==> src/rtl/ov7670_capture_pkg.sv <==
// Shared constants and FSM encoding for the OV7670 capture path, reused by the
// frame-buffer and VGA-read blocks.
package ov7670_capture_pkg;

  localparam int DEF_H_PIX   = 320;
  localparam int DEF_V_LINES = 240;
  localparam int DEF_ADDR_W  = 17;

  typedef enum logic [1:0] {
    ST_IDLE    = 2'd0,
    ST_WAIT_VS = 2'd1,
    ST_CAPTURE = 2'd2
  } cap_state_e;

endpackage

==> src/rtl/cam_sync_edge.sv <==
// Two-flop synchroniser for one asynchronous camera strobe, with one-cycle
// rise/fall pulses taken from the synchronised level.
module cam_sync_edge (
  input  logic clk,
  input  logic rst_n,
  input  logic d,
  output logic sync,
  output logic rise,
  output logic fall
);

  // [0] metastable stage, [1] synchronised level, [2] previous level
  logic [2:0] sr;

  // NOTE: state flops use non-blocking (<=) so every flop samples pre-edge values.
  always_ff @(posedge clk or negedge rst_n) begin
    if (!rst_n) sr <= '0;
    else        sr <= {sr[1:0], d};
  end

  assign sync = sr[1];
  assign rise =  sr[1] & ~sr[2];
  assign fall = ~sr[1] &  sr[2];

endmodule

==> src/rtl/ov7670_capture.sv <==
// OV7670 parallel-bus capture: oversamples the camera bus on CLK_25M, pairs bytes
// into RGB565 words and emits frame-buffer writes with a linear address.
module ov7670_capture
  import ov7670_capture_pkg::*;
#(
  parameter int H_PIX   = DEF_H_PIX,
  parameter int V_LINES = DEF_V_LINES,
  parameter int ADDR_W  = DEF_ADDR_W
) (
  input  logic              CLK_25M,
  input  logic              RST_N,
  input  logic              INIT_DONE,
  input  logic              CAM_PCLK,
  input  logic              CAM_VSYNC,
  input  logic              CAM_HREF,
  input  logic [7:0]        CAM_D,
  output logic              WE,
  output logic [ADDR_W-1:0] WADDR,
  output logic [15:0]       WDATA,
  output logic              FRAME_DONE,
  output logic [7:0]        FRAME_CNT,
  output logic              LINE_ERR
);

  localparam int COL_W  = $clog2(H_PIX + 1);
  localparam int LINE_W = $clog2(V_LINES + 1);
  localparam logic [COL_W-1:0]  COL_MAX  = COL_W'(H_PIX);
  localparam logic [LINE_W-1:0] LINE_MAX = LINE_W'(V_LINES);

  logic pclk_sync, pclk_rise, pclk_fall;
  logic vs_sync, vs_rise, vs_fall;
  logic href_sync, href_rise, href_fall;
  logic [7:0] d_meta, d_sync;

  cam_sync_edge u_pclk (.clk(CLK_25M), .rst_n(RST_N), .d(CAM_PCLK),
                        .sync(pclk_sync), .rise(pclk_rise), .fall(pclk_fall));
  cam_sync_edge u_vs   (.clk(CLK_25M), .rst_n(RST_N), .d(CAM_VSYNC),
                        .sync(vs_sync), .rise(vs_rise), .fall(vs_fall));
  cam_sync_edge u_href (.clk(CLK_25M), .rst_n(RST_N), .d(CAM_HREF),
                        .sync(href_sync), .rise(href_rise), .fall(href_fall));

  logic unused;
  assign unused = ^{pclk_sync, pclk_fall, vs_sync, href_rise};

  // Data takes the same two-stage path as the strobes so the sample stays aligned
  always_ff @(posedge CLK_25M or negedge RST_N) begin
    if (!RST_N) begin
      d_meta <= '0;
      d_sync <= '0;
    end else begin
      d_meta <= CAM_D;
      d_sync <= d_meta;
    end
  end

  cap_state_e state_q, state_d;
  logic frame_start, frame_end;

  // NOTE: every always_comb output gets a default first, so no path infers a latch.
  always_comb begin
    state_d     = state_q;
    frame_start = 1'b0;
    frame_end   = 1'b0;
    if (!INIT_DONE) begin
      state_d = ST_IDLE;
    end else begin
      case (state_q)
        ST_IDLE:    state_d = ST_WAIT_VS;
        ST_WAIT_VS: if (vs_fall) begin
          state_d     = ST_CAPTURE;
          frame_start = 1'b1;
        end
        ST_CAPTURE: if (vs_rise) begin
          state_d   = ST_WAIT_VS;
          frame_end = 1'b1;
        end
        default:    state_d = ST_IDLE;
      endcase
    end
  end

  always_ff @(posedge CLK_25M or negedge RST_N) begin
    if (!RST_N) state_q <= ST_IDLE;
    else        state_q <= state_d;
  end

  logic [ADDR_W-1:0] addr_q;
  logic [COL_W-1:0]  col_q;
  logic [LINE_W-1:0] line_q;
  logic              phase_q;
  logic [7:0]        hi_q;
  logic              capturing, pix_take, in_range, wr;

  assign capturing = (state_q == ST_CAPTURE) && INIT_DONE;
  assign pix_take  = capturing && pclk_rise && href_sync;
  assign in_range  = (col_q < COL_MAX) && (line_q < LINE_MAX);
  assign wr        = pix_take && phase_q && in_range;

  always_ff @(posedge CLK_25M or negedge RST_N) begin
    if (!RST_N) begin
      WE         <= 1'b0;
      WADDR      <= '0;
      WDATA      <= '0;
      FRAME_DONE <= 1'b0;
      FRAME_CNT  <= '0;
      LINE_ERR   <= 1'b0;
      addr_q     <= '0;
      col_q      <= '0;
      line_q     <= '0;
      phase_q    <= 1'b0;
      hi_q       <= '0;
    end else begin
      WE         <= wr;
      FRAME_DONE <= frame_end;
      if (frame_end) FRAME_CNT <= FRAME_CNT + 8'd1;

      if (!INIT_DONE || frame_start) begin
        addr_q  <= '0;
        col_q   <= '0;
        line_q  <= '0;
        phase_q <= 1'b0;
      end else if (capturing) begin
        if (pix_take) begin
          if (!phase_q) begin
            hi_q    <= d_sync;
            phase_q <= 1'b1;
          end else begin
            phase_q <= 1'b0;
            if (in_range) begin
              WDATA  <= {hi_q, d_sync};
              WADDR  <= addr_q;
              addr_q <= addr_q + ADDR_W'(1);
              col_q  <= col_q + COL_W'(1);
            end
          end
        end
        // Placed after the pixel update so a coincident line end wins on col/phase
        if (href_fall) begin
          if (col_q != COL_MAX && line_q < LINE_MAX) LINE_ERR <= 1'b1;
          col_q   <= '0;
          phase_q <= 1'b0;
          if (line_q < LINE_MAX) line_q <= line_q + LINE_W'(1);
        end
      end
    end
  end

endmodule

==> config.mk <==
export PLATFORM = sky130hd
export DESIGN_NAME = ov7670_capture
export DESIGN_NICKNAME = d
export VERILOG_FILES = /design/src/rtl/ov7670_capture_pkg.sv /design/src/rtl/cam_sync_edge.sv /design/src/rtl/ov7670_capture.sv
export SDC_FILE = /design/constraint.sdc
export NUM_CORES = 1
export LEC_CHECK = 0
export CORE_ASPECT_RATIO = 0.9
export CORE_MARGIN = 8
export CORE_UTILIZATION = 55
export DETAILED_ROUTE_END_ITERATION = 10
export PLACE_DENSITY_LB_ADDON = 0.2
export SYNTH_ARGS = -nofsm -noshare
export SYNTH_HDL_FRONTEND = slang
export SYNTH_SLANG_ARGS = --single-unit
==> constraint.sdc <==
create_clock -name CLK_25M -period 2.9 [get_ports CLK_25M]
set_input_delay 0.58 -clock CLK_25M [delete_from_list [all_inputs] [get_ports CLK_25M]]
set_output_delay 0.58 -clock CLK_25M [all_outputs]
set_load 0.05 [all_outputs]
==> results.yml, run 1 <==
critical_path:
  crit_path_max_incr_delay_ns: 0.86
  crit_path_end_kind: "primary output"
  cp-start-kind: "register"
  cp_cell_sequence: "clkdlybuf4s50_1"
  cp_top_family: "buffers and inverters"
  critPathBufInv: 1
  cp_max_fo: 6
  cp_slowest_cell: "clkdlybuf4s50_1"
  cp.arrival_ns: 1.82
  crit_required_ns: 2.32
  path_class: "register to primary output"
sta:
  rsz0062_at_grt: "no"
  setup_viol: 0
  clock_skew_ns: 0.00829
  tns_ns: 0
  setup_ws_ns: 0.497
  max_freq_mhz: 416
  slew_violations: 0
  post-route-period-util_pct: 82.9
  max_slew_margin_pct: 60.9
  period_minus_slack_ns: 2.40
  tightest_slew_ns: 0.586
  hold_violations: 0
cts:
  cts_setup_buffers: 0
  root_buffer: "clkbuf_8"
  h-tree-depth: 4
  cts_inserted_buffers: 17
  hold_buffers: 0
  clk_transition_reported_paths_ns: 0.06
  clkSinkCount: 114
  cts_buffer_depth: 2
  insertion_delay_ns: 0.51
  cts_tree: "built"
  cts_resized: 0
layout:
  drive_gt1_share_pct: 24.0
  syn2layout_area_growth_pct: 28.5
  final_cells: 528
  antennaDiodeCount: 0
  fill_cells: 555
  layout.nets: 435
grt:
  track_usage_pct: 16.0
  grt_pass1_wl_um: 14400
  grt_max_degree: 115
  grt_pass1_vias: 3047
  grt-ovfl-total: 0
  antenna_found_initial: 0
place:
  hpwl_um: 5370
  place_inst: 496
  io_buffer_count: 57
  dp_slack_ns: 0.348
  routabilityCongestion: 0.810
logic_synthesis:
  ys_top_cells_by_area: "dfrtp_1, mux2_2, xnor2_1"
  ys_seq_area_share_pct: 62.3
  synth_top_cell_by_area: "dfrtp_1"
  async_flop_share_pct: 100
  synthTopCellsByCount: "dfrtp_1, mux2_2, nor2_1"
  yosysUniqueCellTypes: 43
  syn_area_um2: 4580
  ys_ff_latch: 114
  synth_edf_count: 0
  synth_area_per_cell_um2: 13.4
  yosysMostFrequentCell: "dfrtp_1"
  ys.flop_type: "dfrtp_1"
  synth_warnings: 0
  synth_top_area_share_pct: 62.3
  syn_nets: 361
  syn_inst: 342
routing:
  drt_wl_total_um: 8630
  detail_route.wl_per_cell_um: 16.3
  drt_iter0_drc: 127
  viasPerCell: 5.39
  antenna_left: 0
  drc: 0
  num_vias: 2847
  first_pass_iters: 4
floorplan:
  io_pins: 58
  row_count: 31
  die_h_um: 103
  design.core.area_um2: 8070
  start_util_pct: 56.7
  dieWidth_um: 112
  die_area_um2: 11500
job:
  maxCapViolations: 0
power:
  p_per_area_nw_per_um2: 648
  p_leak_nw: 2.68
  ir_worst_vdd_v: 0.000419
  total_power_mw: 3.81
run_status:
  status: "complete, no violations"
hold_path:
  min_path_type: "input pin to async pin"
[power breakdown]
group | switching [mW] | total (mW) | internal (mW)
sequential | 0.0212 | 1.65 | 1.62
combinational | 0.0801 | 0.128 | 0.0476
clock | 0.715 | 2.04 | 1.32
[state kept, by name (all words and copies together), names as in the netlist]
register and flops:
u_vs.sr 3, state_q 2, col_q 9, WE 1, FRAME_CNT 8, d_sync 8
FRAME_DONE 1, d_meta 8, hi_q 8, u_href.sr 3, WDATA 16, phase_q 1
line_q 8, u_pclk.sr 3, LINE_ERR 1, addr_q 17, WADDR 17
[metal layers]
layer / routed length [um] / track usage [%]
met1: 3830 / 18.1
met2: 4320 / 27.2
met3: 398 / 5.97
met4: 72 / 6.94
met5: 0 / 0
[worst paths after layout]
check | from | end | slack [ns] | cells after the start
setup / recovery | FRAME_CNT[0] | FRAME_CNT[0] | 0.50 | 1
hold / removal | RST_N | WADDR[6] | 0.14 | 2
setup reg to reg | col_q[6] | addr_q[13] | 0.94 | 7
hold reg to reg | d_meta[0] | d_sync[0] | 0.35 | 0
max in group asynchronous | RST_N | addr_q[4] | 2.32 | 2
min in group CLK_25M | d_meta[0] | d_sync[0] | 0.35 | 0
[metrics by stage]
stage | utilization [%] | hold WS [ns] | cell area, um^2
2_1_floorplan | - | 0.284 | 4580
3_3_place_gp | 65.6 | 0.333 | 5290
3_5_place_dp | 65.6 | 0.337 | 5290
4_1_cts | 72.9 | 0.165 | 5880
5_1_grt | 72.9 | 0.195 | 5880
6_report | 72.9 | 0.138 | 5880
[kinds of logic after synthesis]
family | Yosys count | synth area share (%)
DFF | 114 | 62.3
and+or+nand+nor | 103 | 13.8
muxes | 45 | 11.0
AOI/OAI and AO/OA | 32 | 4.05
xor gates and xnor gates | 27 | 5.17
buffers and inverters | 16 | 2.27
adders and majority gates | 5 | 1.37
[layout make-up]
cell class / count / area [um^2] / share of cell area [%]
Sequential cell: 114 / 2850 / 48.5
Inverter: 5 / 18.8 / 0.319
Tap cell: 99 / 124 / 2.11
Timing Repair Buffer: 66 / 673 / 11.4
Clock buffer: 18 / 428 / 7.28
Multi-Input combinational cell: 212 / 1620 / 27.6
Clock inverter: 14 / 163 / 2.77
[layout by cell type (no fill, tap or decap), drive strengths merged, types with 2 or more instances in the layout]
cell type,synthesis,final
nor4,2,2
nand3,4,4
bufinv,0,3
and4,3,3
buf,7,10
or3,2,2
nor4b,4,4
ha,5,5
clkbuf,4,18
clkinvlp,0,4
a21oi,20,20
nand3b,4,4
clkdlybuf4s50,0,56
nor3b,2,2
a41oi,2,2
nand4,15,15
dfrtp,114,114
xor2,11,11
nor2,34,34
xnor2,16,16
clkinv,0,6
inv,5,6
a31oi,3,3
mux2,44,44
and3,13,13
o21ai,3,3
nand2b,2,2
nand2,11,11
nor3,5,5
Power figures use the tool's default switching activity.
==> inputs of run 2 (changes only) <==
==> constraint.sdc (replaced) <==
create_clock -name CLK_25M -period 2.24 [get_ports CLK_25M]
set_input_delay 0.448 -clock CLK_25M [delete_from_list [all_inputs] [get_ports CLK_25M]]
set_output_delay 0.448 -clock CLK_25M [all_outputs]
set_load 0.05 [all_outputs]
==> results.yml, run 2 (synthesis results as in run 1) <==
run_status:
  status: "finished with violations"
  violations: "hold timing"
critical_path:
  path_class: "register to primary output"
  critPathBufInv: 1
  cp_cell_sequence: "clkdlybuf4s50_1"
  crit_path_max_incr_delay_ns: 0.82
  crit_path_end_kind: "primary output"
  cp-start-kind: "register"
  cp_max_fo: 3
  cp_top_family: "buffers and inverters"
  rrSetupSlack_ns: 0.38
  rr_worst_depth: 5
  cp.arrival_ns: 1.70
  critPathLaunch: "FRAME_CNT[6]"
  r2r-start: "line_q[6]"
  cp_num_cells: 1
  crit_required_ns: 1.79
  cp_slowest_cell: "clkdlybuf4s50_1"
sta:
  period_minus_slack_ns: 2.15
  clock_skew_ns: 0.00899
  max_slew_margin_pct: 58.9
  post-route-period-util_pct: 96.1
  max_freq_mhz: 465
  setup_viol: 0
  tightest_slew_ns: 0.616
  hold_ws_ns: -0.0248
  rsz0062_at_grt: "no"
  tns_ns: 0
  hold_violations: 9
  setup_ws_ns: 0.0876
  slew_violations: 0
cts:
  hold_buffers: 0
  clk_transition_reported_paths_ns: 0.06
  cts_resized: 4
  cts_setup_buffers: 0
  cts_tree: "built"
  h-tree-depth: 4
  clkSinkCount: 114
  insertion_delay_ns: 0.51
  cts_inserted_buffers: 17
  root_buffer: "clkbuf_8"
  cts_buffer_depth: 2
routing:
  num_vias: 2944
  drc: 0
  drt_iter0_drc: 97
  detail_route.wl_per_cell_um: 16.4
  antenna_left: 0
  viasPerCell: 5.49
  drt_wl_total_um: 8780
  first_pass_iters: 4
power:
  p_per_area_nw_per_um2: 851
  p_leak_nw: 2.77
  total_power_mw: 5.08
  ir_worst_vdd_v: 0.000762
grt:
  track_usage_pct: 16.7
  grt_pass1_vias: 3073
  antenna_found_initial: 0
  grt_pass1_wl_um: 15100
  grt_max_degree: 115
  grt-ovfl-total: 0
layout:
  utilization_pct: 74.0
  final_cells: 536
  final_area_um2: 5970
  mostFrequentLayoutCells: "dfrtp_1, clkdlybuf4s50_1, mux2_2, nor2_1, a21oi_1"
  syn2layout_area_growth_pct: 30.4
  drive_gt1_share_pct: 25.4
  final_common_cell: "dfrtp_1"
  antennaDiodeCount: 0
  top_regs: "WADDR (17), addr_q (17), WDATA (16)"
  layout.nets: 443
  fill_cells: 549
place:
  dpl_cell_area_um2: 5350
  hpwl_um: 5720
  routabilityCongestion: 0.811
  place_inst: 504
  io_buffer_count: 57
  dp_slack_ns: 0.0119
floorplan:
  dieWidth_um: 112
  die_area_um2: 11500
  row_count: 31
  start_util_pct: 56.7
  io_pins: 58
  die_h_um: 103
  design.core.area_um2: 8070
job:
  maxCapViolations: 0
hold_path:
  min_path_type: "input pin to async pin"
run 2: path summary, 6_finish.rpt:
path | endpoint
min reg2reg | d_sync[4]
max reg2reg | col_q[5]
max | FRAME_CNT[6]
min | addr_q[8]
max in group asynchronous | u_vs.sr[2]
min in group CLK_25M | d_sync[4]
run 2: report_power, final:
part	total, mW	internal (mW)	switching (mW)
Clock	2.78	1.82	0.962
Combinational	0.168	0.0631	0.104
Sequential	2.13	2.10	0.0279
Total	5.08	3.98	1.09
run 2: cell type report:
class | instances | area (um^2) | area share [%]
inverter | 5 | 18.8 | 0.314
clock buffer | 17 | 414 | 6.94
timing repair buffer | 74 | 731 | 12.2
multi-input combinational | 212 | 1620 | 27.2
clock inverter | 15 | 206 | 3.46
tap | 99 | 124 | 2.08
sequential | 114 | 2850 | 47.8
run 2: routing by layer:
metal	vias to the layer above	wire length [um]	GRT usage [%]
met5	-	0	0
li1	1387	-	-
met3	12	420	5.15
met2	59	4340	26.6
met4	0	134	8.39
met1	1486	3890	20.4
run 2: worst register-to-register path, delay by kind of cell, from the launching register on:
kind	cells	cell delay, ns
buf+inv	1	0.23
simple gates	3	0.99
flops	1	0.40
compound gates	1	0.17
==> inputs of run 3 (changes only) <==
--- a/config.mk
+++ b/config.mk
@@ -9,7 +9,9 @@
 export CORE_MARGIN = 8
 export CORE_UTILIZATION = 55
 export DETAILED_ROUTE_END_ITERATION = 10
+export GPL_TIMING_DRIVEN = 0
 export PLACE_DENSITY_LB_ADDON = 0.2
 export SYNTH_ARGS = -nofsm -noshare
 export SYNTH_HDL_FRONTEND = slang
+export SYNTH_HIERARCHICAL = 1
 export SYNTH_SLANG_ARGS = --single-unit
==> results.yml, run 3 <==
grt:
  grt_pass1_wl_um: 17100
  grt-ovfl-total: 0
  met3_usage_pct: 6.67
  antenna_found_initial: 0
  grt_pass1_vias: 3588
  track_usage_pct: 18.7
  use_met1_pct: 22.0
  grt_max_degree: 73
  groute.layer.met2.usage_pct: 31.1
  grt_most_used_layer: "met2"
cts:
  root_buffer: "clkbuf_8"
  cts_buffer_depth: 2
  clk_transition_reported_paths_ns: 0.06
  cts_tree: "built"
  clkSinkCount: 114
  insertion_delay_ns: 0.51
  cts_inserted_buffers: 17
  h-tree-depth: 4
floorplan:
  dieWidth_um: 113
  start_util_pct: 57.2
  io_pins: 58
  design.core.area_um2: 8110
  die_area_um2: 11600
  row_count: 31
  die_h_um: 103
routing:
  num_vias: 3570
  drt_iter0_drc: 290
  antenna_left: 0
  first_pass_iters: 5
  viasPerCell: 5.71
  drc: 0
  detail_route.wl_per_cell_um: 16.5
  drt_wl_total_um: 10300
logic_synthesis:
  syn_inst: 435
  synth_area_per_cell_um2: 10.7
  syn_nets: 454
  syn_area_um2: 4640
  synth_warnings: 6
critical_path:
  crit_required_ns: 1.79
  path_class: "register to primary output"
  cp_top_family: "buffers and inverters"
  critPathBufInv: 1
  rrSetupSlack_ns: 0.13
  cp_max_fo: 4
  cp-start-kind: "register"
  cp_cell_sequence: "clkdlybuf4s50_1"
  cp.arrival_ns: 1.72
  crit_path_end_kind: "primary output"
  crit_path_max_incr_delay_ns: 0.82
  cp_slowest_cell: "clkdlybuf4s50_1"
sta:
  period_minus_slack_ns: 2.16
  hold_ws_ns: 0.347
  post-route-period-util_pct: 96.6
  setup_viol: 0
  max_slew_margin_pct: 44.9
  slew_violations: 0
  hold_violations: 0
  setup_ws_ns: 0.0764
  max_freq_mhz: 462
  tns_ns: 0
  clock_skew_ns: 0.00927
  rsz0062_at_grt: "no"
  tightest_slew_ns: 0.819
layout:
  layout.nets: 532
  top_regs: "WADDR (17), addr_q (17), WDATA (16)"
  final_area_um2: 5920
  multi_input_area_um2: 1680
  antennaDiodeCount: 0
  fill_cells: 563
  drive_gt1_share_pct: 11.2
  final_common_cell: "nand2_1"
  utilization_pct: 73.0
  final_cells: 625
  syn2layout_area_growth_pct: 27.6
  mostFrequentLayoutCells: "nand2_1, dfrtp_1, clkdlybuf4s50_1, nand3_1, a21oi_1"
  register_area_um2: 2850
place:
  dpl_cell_area_um2: 5360
  hpwl_um: 6640
  io_buffer_count: 57
  place_inst: 592
  routabilityCongestion: 0.853
  dp_slack_ns: -0.304
power:
  p_per_area_nw_per_um2: 803
  p_leak_nw: 2.76
  ir_worst_vdd_v: 0.000758
  total_power_mw: 4.75
run_status:
  status: "complete, no violations"
job:
  maxCapViolations: 0
hold_path:
  min_path_type: "register to register"
## run 3: what timing repair did
item,CTS,global route
endpoints found under the setup margin,3,3
gates resized for setup,3,3
hold endpoints to repair,42,0
buffers inserted,0,0
hold buffers,1,0
pin swaps,0,0
## run 3: routing by layer
metal	vias to the layer above	share of wire [%]
met1	1752	44
met4	0	1.1
met2	137	49
met3	15	6.8
li1	1666	-
met5	-	0
## run 3: area by class of cell
cell class              count  area share (%)
plain buffers              18            1.42
flip-flops and latches    114            48.2
repair buffers             59            10.3
multi-input cells         295            28.3
clock buffers              20            7.36
clock inverters            12            1.84
well taps                  99            2.09
inverters                   8           0.508
## run 3: path summary, 6_finish.rpt
| path | startpoint | endpoint | cells past startpoint |
|---|---|---|---|
| max in group asynchronous | RST_N | hi_q[2] | 3 |
| hold reg to reg | u_href/sr[0] | u_href/sr[1] | 0 |
| setup / recovery | FRAME_CNT[1] | FRAME_CNT[1] | 1 |
| min in group asynchronous | RST_N | WADDR[6] | 2 |
| hold / removal | u_href/sr[0] | u_href/sr[1] | 0 |
| setup reg to reg | u_vs/sr[1] | line_q[0] | 6 |
## run 3: where the power goes
| group | leakage (nW) | switching (mW) | internal (mW) | total, mW |
|---|---|---|---|---|
| Combinational | 0.981 | 0.113 | 0.0640 | 0.177 |
| Clock | 0.253 | 0.951 | 1.50 | 2.45 |
| Sequential | 1.53 | 0.0253 | 2.10 | 2.13 |
